File: config.mk
export PLATFORM = sky130hd
export DESIGN_NAME = ipsxe_floating_point_apm_share_arb_v1_0
export DESIGN_NICKNAME = d
export VERILOG_FILES = /design/src/rtl/ipsxe_floating_point_apm_share_arb_v1_0.sv
export SDC_FILE = /design/constraint.sdc
export NUM_CORES = 1
export LEC_CHECK = 0
export BUFFER_PORTS_ARGS = -buffer_cell sky130_fd_sc_hd__clkbuf_2
export CAP_MARGIN = 10
export CORE_MARGIN = 1.5
export CORE_UTILIZATION = 45
export CTS_BUF_LIST = sky130_fd_sc_hd__clkbuf_16
export CTS_CLUSTER_SIZE = 14
export DETAILED_ROUTE_END_ITERATION = 10
export PLACE_DENSITY_LB_ADDON = 0.25
export SLEW_MARGIN = 25
export SYNTH_ARGS = -nofsm -noshare
export SYNTH_HDL_FRONTEND = slang
export SYNTH_SLANG_ARGS = --single-unit
File: constraint.sdc
create_clock -name i_clk -period 2.5 [get_ports i_clk]
set_input_delay 0.25 -clock i_clk [delete_from_list [all_inputs] [get_ports i_clk]]
set_output_delay 0.25 -clock i_clk [all_outputs]
set_load 0.01 [all_outputs]
File: src/rtl/ipsxe_floating_point_apm_share_arb_v1_0.sv
// Shares one pipelined APM post-add slice between NUM_REQ requesters: grant, register operands, track tags, return results.
// Optional IPSXE_FLOATING_POINT_APM_ARB_RR_EN selects round-robin arbitration; fixed lowest-index priority otherwise.
module ipsxe_floating_point_apm_share_arb_v1_0 #(
  parameter int NUM_REQ     = 4,
  parameter int X_WIDTH     = 4,
  parameter int Z_WIDTH     = 10,
  parameter int P_WIDTH     = 10,
  parameter int APM_LATENCY = 1
) (
  input  logic                         i_clk,
  input  logic                         i_rst,
  input  logic [NUM_REQ-1:0]           i_req_valid,
  output logic [NUM_REQ-1:0]           o_req_ready,
  input  logic [NUM_REQ*X_WIDTH-1:0]   i_req_x,
  input  logic [NUM_REQ*Z_WIDTH-1:0]   i_req_z,
  output logic [X_WIDTH-1:0]           o_apm_x,
  output logic [Z_WIDTH-1:0]           o_apm_z,
  input  logic [P_WIDTH-1:0]           i_apm_p,
  output logic [NUM_REQ-1:0]           o_rsp_valid,
  output logic [P_WIDTH-1:0]           o_rsp_data,
  output logic                         o_busy
);

  localparam int IDX_W  = (NUM_REQ > 1) ? $clog2(NUM_REQ) : 1;
  localparam int STAGES = APM_LATENCY + 1;

  logic [NUM_REQ-1:0]            gnt;
  logic [IDX_W-1:0]              gnt_idx;
  logic                          hs;
  int                            j;

  logic [X_WIDTH-1:0]            apm_x_q, apm_x_d;
  logic [Z_WIDTH-1:0]            apm_z_q, apm_z_d;
  logic [STAGES-1:0]             vld_pipe_q, vld_pipe_d;
  logic [STAGES-1:0][IDX_W-1:0]  idx_pipe_q, idx_pipe_d;
  logic [NUM_REQ-1:0]            rsp_valid_q, rsp_valid_d;
  logic [P_WIDTH-1:0]            rsp_data_q, rsp_data_d;

`ifdef IPSXE_FLOATING_POINT_APM_ARB_RR_EN
  logic [IDX_W-1:0]              ptr_q, ptr_d;
`endif

  // Grant scans from the priority start point; only valid requesters can win, so grant implies handshake.
  always_comb begin
    gnt     = '0;
    gnt_idx = '0;
    hs      = 1'b0;
    j       = 0;
    for (int k = 0; k < NUM_REQ; k++) begin
`ifdef IPSXE_FLOATING_POINT_APM_ARB_RR_EN
      j = int'(ptr_q) + k;
      if (j >= NUM_REQ) j = j - NUM_REQ;
`else
      j = k;
`endif
      if (!hs && i_req_valid[j]) begin
        hs      = 1'b1;
        gnt[j]  = 1'b1;
        gnt_idx = IDX_W'(j);
      end
    end
    if (i_rst) begin
      gnt = '0;
      hs  = 1'b0;
    end
  end

  always_comb begin
    apm_x_d     = apm_x_q;
    apm_z_d     = apm_z_q;
    vld_pipe_d  = '0;
    idx_pipe_d  = '0;
    rsp_valid_d = '0;
    rsp_data_d  = rsp_data_q;

    if (hs) begin
      apm_x_d = i_req_x[int'(gnt_idx)*X_WIDTH +: X_WIDTH];
      apm_z_d = i_req_z[int'(gnt_idx)*Z_WIDTH +: Z_WIDTH];
    end

    // Tag shift runs every cycle so latency stays fixed regardless of contention.
    vld_pipe_d[0] = hs;
    idx_pipe_d[0] = gnt_idx;
    for (int s = 1; s < STAGES; s++) begin
      vld_pipe_d[s] = vld_pipe_q[s-1];
      idx_pipe_d[s] = idx_pipe_q[s-1];
    end

    if (vld_pipe_q[STAGES-1]) begin
      rsp_data_d = i_apm_p;
      for (int k = 0; k < NUM_REQ; k++)
        rsp_valid_d[k] = (idx_pipe_q[STAGES-1] == IDX_W'(k));
    end
  end

`ifdef IPSXE_FLOATING_POINT_APM_ARB_RR_EN
  always_comb begin
    ptr_d = ptr_q;
    if (hs) ptr_d = (gnt_idx == IDX_W'(NUM_REQ-1)) ? '0 : gnt_idx + 1'b1;
  end

  always_ff @(posedge i_clk or posedge i_rst) begin
    if (i_rst) ptr_q <= '0;
    else       ptr_q <= ptr_d;
  end
`endif

  always_ff @(posedge i_clk or posedge i_rst) begin
    if (i_rst) begin
      apm_x_q     <= '0;
      apm_z_q     <= '0;
      vld_pipe_q  <= '0;
      idx_pipe_q  <= '0;
      rsp_valid_q <= '0;
      rsp_data_q  <= '0;
    end else begin
      apm_x_q     <= apm_x_d;
      apm_z_q     <= apm_z_d;
      vld_pipe_q  <= vld_pipe_d;
      idx_pipe_q  <= idx_pipe_d;
      rsp_valid_q <= rsp_valid_d;
      rsp_data_q  <= rsp_data_d;
    end
  end

  assign o_req_ready = gnt;
  assign o_apm_x     = apm_x_q;
  assign o_apm_z     = apm_z_q;
  assign o_rsp_valid = rsp_valid_q;
  assign o_rsp_data  = rsp_data_q;
  assign o_busy      = |vld_pipe_q;

endmodule

* After elaboration in Yosys (flattened, before gate mapping)
Cells that the tools add are included.
** Word-level totals
- Register bits after elaboration :: 34
- Output and inout bits :: 33
- Word-level logic and storage cells :: 34
** Operators by class
- Multiply operators :: 1
- Equal/unequal tests :: 3
- Shift operators :: 2
- Multiplexer cells :: 13
- Reductions and logical operators :: 8
** Operators with widths (number)
- 40-bit by 7-bit variable part select with 10-bit output :: 1
- 16-bit by 5-bit variable part select with 4-bit output :: 1
- 1-bit two-way mux :: 9
- 4-bit two-way mux :: 2
- 2-bit by 3-bit multiplier with 5-bit output, second input constant :: 1
- 2-bit equality test, second input constant :: 2
- 2-bit two-way mux :: 2
- 1-bit logical AND :: 3
- 1-bit zero test :: 3
- 2-bit by 1-bit equality test with 1-bit output, second input constant :: 1
- 2-bit zero test :: 1
- 2-bit OR reduction :: 1

* Depth between registers and ports, before layout
- Word-level depth :: 12
- Gate-level depth with buffers :: 7

* Worst setup path before layout
No wires, ideal clock.
- Path type :: in2reg
- Start :: in i_rst
- End :: reg apm_x_q[0], in the netlist o_apm_x[0]
- Setup time :: 85 ps
- Arrival :: 1897 ps
- Data required time :: 2415 ps
- Path slack :: 518 ps
- Cell stages on the path :: 4
- Path through :: inv_1 > clkbuf_1 > a21oi_1 > a31oi_1
** Between the ends
- Longest elaborated chain between the ends :: 1
** RTL lines
- from (decl) :: RTL line 11 : input logic i_rst,
- 1-bit two-way mux :: RTL line 62 : if (i_rst) begin
- to (signal assigned) :: RTL line 117 : apm_x_q <= apm_x_d;
- to (decl) :: RTL line 32 : logic [X_WIDTH-1:0] apm_x_q, apm_x_d;
No other way between the ends.
A chain may end at the register's enable or synchronous reset.

* Final worst setup path
- Start :: in i_req_valid[2]
- End :: reg apm_z_q[6], in the netlist o_apm_z[6]
** Between the ends
- Longest elaborated chain between the ends :: 7
- Elaborated cells on any way between the ends :: 10
** RTL lines
- from (decl) :: RTL line 12 : input logic [NUM_REQ-1:0] i_req_valid,
- 1-bit logical AND * :: RTL line 56 : if (!hs && i_req_valid[j]) begin
- 1-bit two-way mux :: RTL line 56
- 1-bit zero test :: RTL line 56
- 1-bit logical AND :: RTL line 56
- 2-bit two-way mux :: RTL line 56
- 2-bit by 3-bit multiplier with 5-bit output :: RTL line 78 : apm_z_d = i_req_z[int'(gnt_idx)*Z_WIDTH +: Z_WIDTH];
- 40-bit by 7-bit variable part select with 10-bit output :: RTL line 78
- to (signal assigned) :: RTL line 118 : apm_z_q <= apm_z_d;
- to (decl) :: RTL line 33 : logic [Z_WIDTH-1:0] apm_z_q, apm_z_d;
Every way passes the cells marked *; elsewhere a longest branch is shown, timed or not.

==> results.cfg <==
[sta]
finalCritPeriodShare_pct = 68.19
max_clock_freq_mhz = 586.6
fin_skew_ns = 0.002526
min_period_ns = 1.705
setup_viol = 0
worst_slew_pin_slew_ns = 0.7278
finalMaxSlewViolations = 0
rsz0062_at_grt = no
final-hold-violation-count = 0
fin_setup_tns_ns = 0
slew_headroom_pct = 51.30

[finish]
final_cell_mix = clkbuf_2 (104), dfrtp_1 (34), a21oi_1 (29)
syn2layout_area_growth_pct = 34.82
final_nets = 377
seq_area_um2 = 850.8
drive_gt1_share_pct = 41.83
antenna_cells = 0
stdcell_area_um2 = 2640
fill_cells = 355
final_common_cell = clkbuf_2
fin_cells = 356
multi_input_area_um2 = 950.9

[critical_path]
critPathLaunch = i_req_valid[2]
cp.arrival_ns = 1.89
critPathRequiredTime_ns = 2.69
critical_path_class = input port to register
r2r_start = vld_pipe_q[1]
cp-end-kind = register
start_kind = input port
cp_max_fo = 19

[power]
report.power.total_mw = 1.628
p_sw_share_pct = 24.55
leakagePower_nw = 1.384
seq_power_share_pct = 39.4
p_int_mw = 1.229
pwr-share-clk_pct = 41.4
pwr_density_cell_nw_per_um2 = 616.8
p_sw_mw = 0.3997
combPwrFrac_pct = 19.2
vdd_ir_drop_max_mv = 0.4349

[floorplanning]
start_util_pct = 47.92
die_height_um = 68.97
coreArea_um2 = 4086
placementRows = 23
die_w_um = 68.97
io_pins = 105
die_area_um2 = 4756

[place]
dpl_cell_area_um2 = 2475
hpwlAfterDp_um = 3409
io_buffers = 104
place.gp.congestion = 0.7529
dpl.cell_count = 348

[cts]
post_cts_resized = 0
clkSinkCount = 34
worstSkewPairLatency_ns = 0.27
cts_buffers = 5
path_clk_slew_ns = 0.05
holdBufCountCts = 0
clock-root-buffer = clkbuf_16
cts_tree = done
postCtsSetupBuffers = 0
cts_htree_levels = 2
clock_path_buffers = 2

[yosys]
syn_area_um2 = 1958
syn_inst = 211
ys_warn_count = 0
synth.distinct_cells = 22
synth_area_per_cell_um2 = 9.280
synth_fp_nets = 283
seq_area_frac_synth_pct = 43.45
ys_seq_elements = 34

[routing]
drc_errors = 0
final_antenna_net_count = 0
drt_iter0_drc = 59
vias_per_cell = 5.073
vias = 1806
drt-total-wl_um = 4504
post_drt_wl_per_cell_um = 12.65
drt_pass1_iterations = 4

[grt]
overflow = 0
grt_pass1_wl_um = 7113
grt_max_degree = 49
grt_pass1_vias = 1591
antenna_found_initial = 0
grt_usage_pct = 20.11

[job]
max_cap_violations = 0

[hold_path]
hp-class = input port to asynchronous set/reset pin

[status]
status = finished, final reports clean
-- synthesized netlist by cell type --
cell / n / area share, %
nand3b_1: 14 / 5.4
or4_1: 1 / 0.38
nor2b_1: 15 / 4.8
mux2_2: 10 / 5.8
dfrtp_1: 34 / 43
and3_1: 2 / 0.64
and2_1: 2 / 0.64
a31oi_1: 14 / 4.5
a22o_1: 14 / 6.3
buf_1: 1 / 0.19
clkbuf_1: 16 / 3.1
buf_2: 2 / 0.51
nand2_1: 1 / 0.19
a21oi_1: 29 / 7.4
buf_6: 2 / 1.2
o21ai_0: 14 / 3.6
or2_2: 1 / 0.32
nor2_1: 4 / 0.77
and3b_1: 15 / 6.7
nor3_1: 2 / 0.51
inv_1: 16 / 3.1
nor3b_1: 2 / 0.77
-- power by group through the flow --
stage / registers, mW / clock network (mW) / logic [mW]
2_1_floorplan: 0.668 / 0 / 0.157
3_3_place_gp: 0.648 / 0 / 0.310
3_5_place_dp: 0.651 / 0 / 0.315
4_1_cts: 0.642 / 0.688 / 0.316
5_1_grt: 0.650 / 0.710 / 0.353
6_report: 0.641 / 0.675 / 0.312
-- logic make-up (layout without fill, tap and decap cells) --
family	count (synthesis)	in the layout	share of synthesized area, %
buffers and inverters	37	132	7.987
flip-flops	34	34	43.45
multiplexers	10	10	5.751
AND/OR/NAND/NOR	59	59	21.09
AO/OA/AOI/OAI	71	71	21.73
-- registers in the layout, indices dropped and copies added, names as in the netlist --
| register | count |
|---|---|
| idx_pipe_d | 2 |
| idx_pipe_q | 2 |
| o_apm_x | 4 |
| o_apm_z | 10 |
| o_rsp_data | 10 |
| o_rsp_valid | 4 |
| vld_pipe_q | 2 |
-- cell type report --
class / instances / share of cell area [%]
Clock buffer: 5 / 4.739
Sequential cell: 34 / 32.23
Timing Repair Buffer: 108 / 20.85
Multi-Input combinational cell: 140 / 36.02
Inverter: 16 / 2.275
Clock inverter: 3 / 1.517
Tap cell: 50 / 2.370
-- worst max-delay path, stage by stage --
cell and delay [ns]:
clkbuf_2 0.24, or4_1 0.73, and2_1 0.46, a31oi_1 0.22
-- final timing paths --
check | end | slack [ns] | cells past startpoint
worst max-delay path | o_apm_z[6] | 0.80 | 4
worst max register to register | o_rsp_data[0] | 1.34 | 1
min in group i_clk | o_rsp_data[4] | 0.21 | 2
worst min-delay path | o_apm_z[3] | 0.13 | 3
max in group asynchronous | o_rsp_data[5] | 2.01 | 3
worst min register to register | idx_pipe_q[3] | 0.35 | 0
-- metrics by stage --
| step | setup slack [ns] | util (%) | hold slack [ns] |
|---|---|---|---|
| after floorplan | 0.5179 | - | 0.3312 |
| after global placement | 0.5765 | 60.56 | 0.3333 |
| after detailed placement | 0.5321 | 60.56 | 0.3378 |
| after CTS | 0.8130 | 64.61 | 0.1459 |
| after global routing | 0.6637 | 64.61 | 0.1820 |
| final | 0.7952 | 64.61 | 0.1304 |
-- layer usage --
layer | global-route usage, % | up-vias | routed length (um)
met3 | 4.383 | 9 | 299
met1 | 27.77 | 788 | 2153
li1 | - | 938 | -
met4 | 8.824 | 0 | 85
met2 | 30.17 | 71 | 1966
met5 | 0 | - | 0
Note: power is estimated with default switching activity, not from simulation.
